[config.mk]
export PLATFORM = sky130hd
export DESIGN_NAME = arb_mux_nx1
export DESIGN_NICKNAME = d
export VERILOG_FILES = /design/src/rtl/arb_mux_pkg.sv /design/src/rtl/rr_arbiter.sv /design/src/rtl/arb_mux_nx1.sv
export SDC_FILE = /design/constraint.sdc
export NUM_CORES = 1
export LEC_CHECK = 0
export CAP_MARGIN = 20
export CORE_AREA = 3 3 72 74
export DETAILED_ROUTE_END_ITERATION = 10
export DIE_AREA = 0 0 75 77
export DONT_BUFFER_PORTS = 1
export PLACE_DENSITY = 0.87
export RECOVER_POWER = 50
export SLEW_MARGIN = 40
export SYNTH_ARGS = -nofsm -noshare
export SYNTH_HDL_FRONTEND = slang
export SYNTH_SLANG_ARGS = --single-unit
[constraint.sdc]
create_clock -name clk -period 4.1 [get_ports clk]
set_input_delay 0.82 -clock clk [delete_from_list [all_inputs] [get_ports clk]]
set_output_delay 0.82 -clock clk [all_outputs]
set_load 0.02 [all_outputs]
[src/rtl/arb_mux_pkg.sv]
// rtl/arb_mux_pkg.sv - mode constants and rotating first-one helper shared by arb_mux_nx1
package arb_mux_pkg;
  localparam logic MODE_FIXED = 1'b0;
  localparam logic MODE_RR    = 1'b1;
  localparam int   MAX_IN     = 16;

  typedef struct packed {
    logic       valid;
    logic [3:0] idx;
  } rr_pick_t;

  // First set bit of req[n-1:0] scanning upward from ptr+1, wrapping at n.
  function automatic rr_pick_t rr_first_one(input logic [MAX_IN-1:0] req,
                                            input logic [3:0] ptr, input int n);
    rr_pick_t pick;
    int       idx;
    pick = '0;
    for (int k = 0; k < MAX_IN; k++) begin
      idx = int'(ptr) + 1 + k;
      if (idx >= n) idx = idx - n;
      if (k < n && !pick.valid && idx < MAX_IN) begin
        if (req[idx[3:0]]) begin
          pick.valid = 1'b1;
          pick.idx   = idx[3:0];
        end
      end
    end
    return pick;
  endfunction
endpackage

[src/rtl/rr_arbiter.sv]
// rtl/rr_arbiter.sv - combinational round-robin pick among NUM_IN requests
module rr_arbiter import arb_mux_pkg::*; #(
  parameter int NUM_IN = 4,
  parameter int SEL_W  = $clog2(NUM_IN)
) (
  input  logic [NUM_IN-1:0] req_i,
  input  logic [SEL_W-1:0]  ptr_i,
  output logic [SEL_W-1:0]  grant_o,
  output logic              grant_valid_o
);
  rr_pick_t pick;

  always_comb pick = rr_first_one(MAX_IN'(req_i), 4'(ptr_i), NUM_IN);

  assign grant_o       = SEL_W'(pick.idx);
  assign grant_valid_o = pick.valid;
endmodule

[src/rtl/arb_mux_nx1.sv]
// rtl/arb_mux_nx1.sv - NUM_IN:1 valid/ready merge with fixed-select or round-robin arbitration
// Optional ARB_MUX_PKT_LOCK_EN: in_last/out_last ports and packet-locked round-robin grants.
module arb_mux_nx1 import arb_mux_pkg::*; #(
  parameter int N      = 32,
  parameter int NUM_IN = 4,
  parameter int SEL_W  = $clog2(NUM_IN)
) (
  input  logic                clk,
  input  logic                rst_n,
  input  logic                mode,
  input  logic [SEL_W-1:0]    sel,
  input  logic [NUM_IN-1:0]   in_valid,
  input  logic [NUM_IN*N-1:0] in_data,
`ifdef ARB_MUX_PKT_LOCK_EN
  input  logic [NUM_IN-1:0]   in_last,
  output logic                out_last,
`endif
  output logic [NUM_IN-1:0]   in_ready,
  output logic                out_valid,
  output logic [N-1:0]        out_data,
  output logic [SEL_W-1:0]    out_src,
  input  logic                out_ready
);
  localparam int SEL_SPAN = 1 << SEL_W;

  logic                out_valid_q, out_valid_d;
  logic [N-1:0]        out_data_q, out_data_d;
  logic [SEL_W-1:0]    out_src_q, out_src_d;
  logic [SEL_W-1:0]    last_grant_q, last_grant_d;
  logic [SEL_SPAN-1:0] valid_ext;
  logic [SEL_W-1:0]    rr_grant, grant;
  logic                rr_grant_valid, grant_valid, load_en, xfer;
`ifdef ARB_MUX_PKT_LOCK_EN
  logic                lock_q, lock_d, out_last_q, out_last_d;
`endif

  // Zero-extended so an out-of-range sel reads a 0 valid bit and never grants.
  assign valid_ext = SEL_SPAN'(in_valid);

  rr_arbiter #(.NUM_IN(NUM_IN), .SEL_W(SEL_W)) u_rr_arbiter (
    .req_i         (in_valid),
    .ptr_i         (last_grant_q),
    .grant_o       (rr_grant),
    .grant_valid_o (rr_grant_valid)
  );

  always_comb begin
    grant       = sel;
    grant_valid = valid_ext[sel];
    if (mode != MODE_FIXED) begin
      grant       = rr_grant;
      grant_valid = rr_grant_valid;
`ifdef ARB_MUX_PKT_LOCK_EN
      // While locked, the last granted channel is the only candidate.
      if (lock_q) begin
        grant       = last_grant_q;
        grant_valid = in_valid[last_grant_q];
      end
`endif
    end
  end

  // rst_n gating keeps every in_ready low while the block is held in reset.
  assign load_en  = rst_n && (!out_valid_q || out_ready);
  assign xfer     = load_en && grant_valid;
  assign in_ready = xfer ? (NUM_IN'(1) << grant) : '0;

  always_comb begin
    out_valid_d  = out_valid_q;
    out_data_d   = out_data_q;
    out_src_d    = out_src_q;
    last_grant_d = last_grant_q;
`ifdef ARB_MUX_PKT_LOCK_EN
    lock_d       = lock_q;
    out_last_d   = out_last_q;
`endif
    if (load_en) begin
      out_valid_d = grant_valid;
      if (grant_valid) begin
        out_data_d = in_data[int'(grant)*N +: N];
        out_src_d  = grant;
        if (mode == MODE_RR) last_grant_d = grant;
`ifdef ARB_MUX_PKT_LOCK_EN
        out_last_d = in_last[grant];
        if (mode == MODE_RR) lock_d = !in_last[grant];
`endif
      end
    end
  end

  always_ff @(posedge clk or negedge rst_n) begin
    if (!rst_n) begin
      out_valid_q  <= 1'b0;
      out_data_q   <= '0;
      out_src_q    <= '0;
      last_grant_q <= SEL_W'(NUM_IN - 1);
`ifdef ARB_MUX_PKT_LOCK_EN
      lock_q       <= 1'b0;
      out_last_q   <= 1'b0;
`endif
    end else begin
      out_valid_q  <= out_valid_d;
      out_data_q   <= out_data_d;
      out_src_q    <= out_src_d;
      last_grant_q <= last_grant_d;
`ifdef ARB_MUX_PKT_LOCK_EN
      lock_q       <= lock_d;
      out_last_q   <= out_last_d;
`endif
    end
  end

  assign out_valid = out_valid_q;
  assign out_data  = out_data_q;
  assign out_src   = out_src_q;
`ifdef ARB_MUX_PKT_LOCK_EN
  assign out_last  = out_last_q;
`endif
endmodule

==> results.yml, run 1 <==
global_route:
  met1_usage: 0.289
  grt_pass1_vias: 2220
  gr-max-usage-layer: "met2"
  grt_pass1_wl_mm: 10.8
  grt-ovfl-total: 0
  grt_antenna_before_repair: 0
  use_met2: 0.409
  groute.usage.overall: 0.245
  grt_max_degree: 40
  grtUsageMet3: 0.0655
sta:
  layout_min_cycle_time_ns: 3.85
  rsz0062_at_grt: "no"
  setup-violations-final: 0
  setup_slack_ns: 0.248
  period_share: 0.940
  max_freq_mhz: 260
  tightest_slew_ns: 0.555
  fin_skew_ns: 0.00923
  slew_headroom: 0.630
  timing.setup.tns_ns: 0
  drv_slew: 0
  timing.hold.ws_ns: 0.215
  finalHoldViolCount: 0
yosys:
  synthCells: 264
  synth.avg_cell_area_um2: 11.1
  synth-seq-cells: 37
  ys.flop_type: "dfrtp_1"
  async_flop_share: 1.00
  ys_warn_count: 0
  synth_cell_types: 50
  synth_edf_count: 0
  synthesis.area_mm2: 0.00294
  seq_area_frac_synth: 0.316
  syn_nets: 408
floorplan:
  core_area_mm2: 0.00466
  die_x_um: 75
  io_pins: 177
  initial_core_util: 0.630
  die_area_mm2: 0.00578
  rows: 25
  die_h_um: 77
placed_design:
  numPortBuffers: 0
  globalplace.congestion: 0.889
  dp.cells: 305
  dp_slack_ns: 0.501
  dpl.hpwl_mm: 5.59
finish:
  layout-drive-gt1-share: 0.252
  fin_cells: 312
  mostFrequentLayoutCells: "mux2i_1 (68), nand2_1 (39), dfrtp_1 (35)"
  fillers: 338
  antennaDiodeCount: 0
  fin_nets: 402
  syn2layout_area_growth_pct: 2.43
  final_common_cell: "mux2i_1"
worst_setup_path:
  reg2reg_from: "last_grant_q[1]"
  cp_slowest_cell: "dfstp_2"
  crit_start: "last_grant_q[1]"
  critical_path_class: "reg -> out"
  worstPathCellList: "inv_1, ha_2, nor2b_2, o22ai_1, a211oi_2, a311o_1, o2bb2ai_2, nor3_1, buf_4"
  r2r_cells: 10
  start_kind: "register"
  reg2reg_slack_ns: 0.75
  r2r-end: "out_data[3]"
  critical_path.max_fanout: 10
  endpoint: "in_ready[1]"
  cpPeakStageDelay_ns: 0.58
  crit_path_end_kind: "output port"
  arrival_ns: 3.03
  worst_ep_required_time_ns: 3.28
power:
  powerDensity_mw_per_mm2: 909
  p_leak_nw: 1.31
  power_mw: 2.73
  ir_drop_mv: 0.420
detailed_routing:
  vias: 2149
  wire_per_inst_um: 22.9
  drt-initial-drc-count: 88
  dr.pass1.iters: 4
  drtAntennaViolNets: 0
  wl_mm: 7.16
  vias_per_cell: 6.89
  drc: 0
clocking:
  clock_latency_ns: 0.29
  path_clk_slew_ns: 0.08
  cts_hold_buf: 0
  numCtsBuffers: 5
  cts.sinks: 37
  cts_setup_buffers: 0
  cts-htree-levels: 2
  ctsLongestPathBuffers: 2
  cts_root_buf: "clkbuf_8"
  cts_tree: "yes"
hold_path:
  hold_class: "in -> async"
flow_run:
  cap_violations: 0
outcome:
  status: "completed"
## stage by stage
step	cell area, um^2	utilization
finish	3010	0.645
CTS	3000	0.644
global route	3010	0.645
detailed placement	2920	0.627
global placement	2920	0.626
floorplan	2940	-
## worst max-delay path: cells and delay by family, from the launching register on
kind                     cells  cell delay (ns)
AO/OA/AOI/OAI                4             0.95
flip-flops                   1             0.58
AND/OR/NAND/NOR              2             0.49
adder cells (fa/ha/maj)      1             0.46
buffers and inverters        2             0.26
## power by group
part           total [mW]  leakage (nW)  switching, mW  internal (mW)
logic                1.60         0.810          0.886          0.712
clock network       0.250        0.0412          0.132          0.118
registers           0.887         0.455          0.341          0.546
total                2.73          1.31           1.36           1.38
## Yosys cell counts, drive strengths merged, types with 2 or more instances
cell type  instances  area, um^2
mux2i             69         694
nor3b              5        53.8
nor2b              3        18.8
clkbuf             6        30.0
dfrtp             35         876
o2bb2ai            2        30.0
o221ai            32         462
nor3               5        35.0
ha                 6        75.1
nand2             39         146
nor2               6        22.5
o21ai              4        20.0
dfstp              2        52.6
or2                2        12.5
buf               18         158
inv                4        15.0
nand2b             2        12.5
nor4               2        12.5
## logic make-up after synthesis
| group | synth area share |
|---|---|
| compound gates | 0.226 |
| xor+xnor | 0.00597 |
| fa+ha+maj | 0.0256 |
| buf+inv | 0.0690 |
| flops | 0.316 |
| mux | 0.244 |
| simple gates | 0.113 |
## worst min-delay path by stage
| stage | startpoint | endpoint | slack [ns] | depth (start not counted) |
|---|---|---|---|---|
| 2_1_floorplan | last_grant_q[1] | last_grant_q[1] | 0.50 | 2 |
| 3_3_place_gp | rst_n | out_data[28] | 0.53 | 0 |
| 3_5_place_dp | rst_n | out_data[28] | 0.53 | 0 |
| 4_1_cts | rst_n | out_data[28] | 0.21 | 0 |
| 5_1_grt | rst_n | out_data[28] | 0.19 | 0 |
| 6_report | rst_n | out_data[28] | 0.21 | 0 |
## state kept, by name, indices dropped and copies added, names as in the netlist
register      flops
last_grant_q      2
out_valid         1
out_data         32
out_src           2
## repair_timing
item / CTS / global route
hold endpoints to repair: 0 / 0
gates resized for setup: 0 / 2
endpoints found under the setup margin: 0 / 4
## cell type report
cell class	instances	area [um^2]	area share
flip-flops and latches	37	928	0.309
clock buffers	6	72.6	0.0241
inverters	4	15.0	0.00499
well taps	54	67.6	0.0225
clock inverters	1	8.76	0.00291
multi-input cells	199	1830	0.609
repair buffers	11	82.6	0.0275
## layer usage
layer / up-vias / wire length, um
met5: - / 0
met2: 113 / 3810
met4: 0 / 193
met1: 1034 / 2670
met3: 18 / 482
li1: 984 / -
Note: power is estimated with default switching activity, not from simulation.
==> run 2, diff against run 1 <==
--- a/config.mk
+++ b/config.mk
@@ -6,12 +6,13 @@
 export NUM_CORES = 1
 export LEC_CHECK = 0
 export CAP_MARGIN = 20
-export CORE_AREA = 3 3 72 74
+export CORE_AREA = 2 2 71 73
 export DETAILED_ROUTE_END_ITERATION = 10
-export DIE_AREA = 0 0 75 77
+export DIE_AREA = 0 0 73 75
 export DONT_BUFFER_PORTS = 1
 export PLACE_DENSITY = 0.87
 export RECOVER_POWER = 50
+export SETUP_SLACK_MARGIN = 0.4
 export SLEW_MARGIN = 40
 export SYNTH_ARGS = -nofsm -noshare
 export SYNTH_HDL_FRONTEND = slang
==> constraint.sdc (replaced) <==
create_clock -name clk -period 4.1 [get_ports clk]
set_input_delay 0.615 -clock clk [delete_from_list [all_inputs] [get_ports clk]]
set_output_delay 0.615 -clock clk [all_outputs]
set_load 0.02 [all_outputs]
==> results.yml, run 2 (synthesis results as in run 1) <==
sta:
  layout_min_cycle_time_ns: 3.55
  drv_slew: 0
  finalHoldViolCount: 0
  setup-violations-final: 0
  slew_headroom: 0.600
  tightest_slew_ns: 0.600
  rsz0062_at_grt: "no"
  max_freq_mhz: 282
  fin_skew_ns: 0.00726
  period_share: 0.865
  timing.setup.tns_ns: 0
detailed_routing:
  wire_per_inst_um: 22.3
  drc: 0
  vias_per_cell: 6.82
  drtAntennaViolNets: 0
  dr.pass1.iters: 4
  vias: 2162
  drt-initial-drc-count: 90
  wl_mm: 7.06
floorplan:
  initial_core_util: 0.630
  core_area_mm2: 0.00466
  die_h_um: 75
  rows: 25
  die_x_um: 73
  io_pins: 177
  die_area_mm2: 0.00548
placed_design:
  dpl.hpwl_mm: 5.45
  numPortBuffers: 0
  globalplace.congestion: 0.917
finish:
  mostFrequentLayoutCells: "mux2i_1 (68), nand2_1 (39), dfrtp_1 (35)"
  multi_input_area_mm2: 0.00186
  final_common_cell: "mux2i_1"
  syn2layout_area_growth_pct: 5.03
  fillers: 363
  antennaDiodeCount: 0
  largest_reg_flops: 32
  regArea_um2: 932
  layout-drive-gt1-share: 0.278
  finish.utilization: 0.662
  fin_nets: 406
power:
  powerDensity_mw_per_mm2: 925
  p_leak_nw: 1.34
  ir_drop_mv: 0.532
  power_mw: 2.85
worst_setup_path:
  start_kind: "register"
  critical_path.max_fanout: 7
  r2r-end: "out_data[26]"
  crit_path_end_kind: "output port"
  critical_path_class: "reg -> out"
  cp.buffers_inverters: 2
  cpPeakStageDelay_ns: 0.62
  r2r_cells: 10
  path_delay_family: "simple AND/OR/NAND/NOR gates"
  crit_start: "last_grant_q[0]"
  cp_slowest_cell: "dfstp_4"
  reg2reg_slack_ns: 0.76
  arrival_ns: 2.93
  reg2reg_from: "last_grant_q[0]"
  worst_ep_required_time_ns: 3.48
  worstPathCellList: "inv_1, ha_4, and2b_1, nor3b_4, a211oi_2, buf_4, a2111oi_4, o2bb2ai_2, nor3b_2"
clocking:
  path_clk_slew_ns: 0.08
  cts-htree-levels: 2
  cts_tree: "yes"
  clock_latency_ns: 0.28
  numCtsBuffers: 5
  cts_root_buf: "clkbuf_8"
  ctsLongestPathBuffers: 2
  cts_hold_buf: 0
  cts.sinks: 37
outcome:
  status: "completed"
global_route:
  grt-ovfl-total: 0
  grt_antenna_before_repair: 0
  grt_max_degree: 40
  grt_pass1_vias: 2086
  grt_pass1_wl_mm: 9.87
  groute.usage.overall: 0.235
hold_path:
  hold_class: "in -> async"
flow_run:
  cap_violations: 0
==> run 2: cell count changes in the layout (fill, tap and decap cells not counted), sizes merged <==
cell	before	now
clkinv	1	2
buf	11	15
==> run 2: power by group <==
part | internal (mW) | switching, mW | leakage, nW
logic | 0.788 | 0.908 | 0.835
clock network | 0.136 | 0.129 | 0.0512
registers | 0.550 | 0.344 | 0.455
total | 1.47 | 1.38 | 1.34
==> run 2: cell type report <==
| type | instances | share of cell area |
|---|---|---|
| Multi-Input combinational cell | 199 | 0.603 |
| Sequential cell | 37 | 0.302 |
| Timing Repair Buffer | 15 | 0.0365 |
| Clock buffer | 6 | 0.0268 |
| Tap cell | 54 | 0.0219 |
| Inverter | 4 | 0.00487 |
| Clock inverter | 2 | 0.00446 |
==> run 2: how the worst max path moves through the flow <==
stage / endpoint / slack, ns / cells past startpoint
finish: in_ready[0] / 0.55 / 9
global route: in_ready[3] / 0.38 / 10
CTS: in_ready[3] / 0.52 / 10
detailed placement: out_data[3] / 0.31 / 10
global placement: out_data[14] / 0.36 / 9
floorplan: in_ready[1] / 0.50 / 13
==> run 2: layer usage <==
metal / wire, um / up-vias / track usage
li1: - / 999 / -
met1: 2640 / 1040 / 0.264
met3: 574 / 6 / 0.0643
met4: 63 / 0 / 0.0556
met2: 3780 / 117 / 0.441
met5: 0 / - / 0
==> run 2: what timing repair did <==
action	CTS	global route
gates cloned	0	0
endpoints found under the setup margin	35	5
resized for setup	3	3
buffers inserted	2	5
pin swaps	1	3
==> run 2: per-stage QoR <==
| step | std cells | instance area, um^2 | hold WS, ns | setup WS [ns] |
|---|---|---|---|---|
| global route | 317 | 3080 | 0.00415 | 0.381 |
| CTS | 312 | 3040 | 0.00791 | 0.524 |
| finish | 317 | 3080 | 0.0167 | 0.554 |
| detailed placement | 302 | 2910 | 0.320 | 0.309 |
| global placement | 302 | 2910 | 0.320 | 0.365 |
| floorplan | 264 | 2950 | 0.319 | 0.500 |
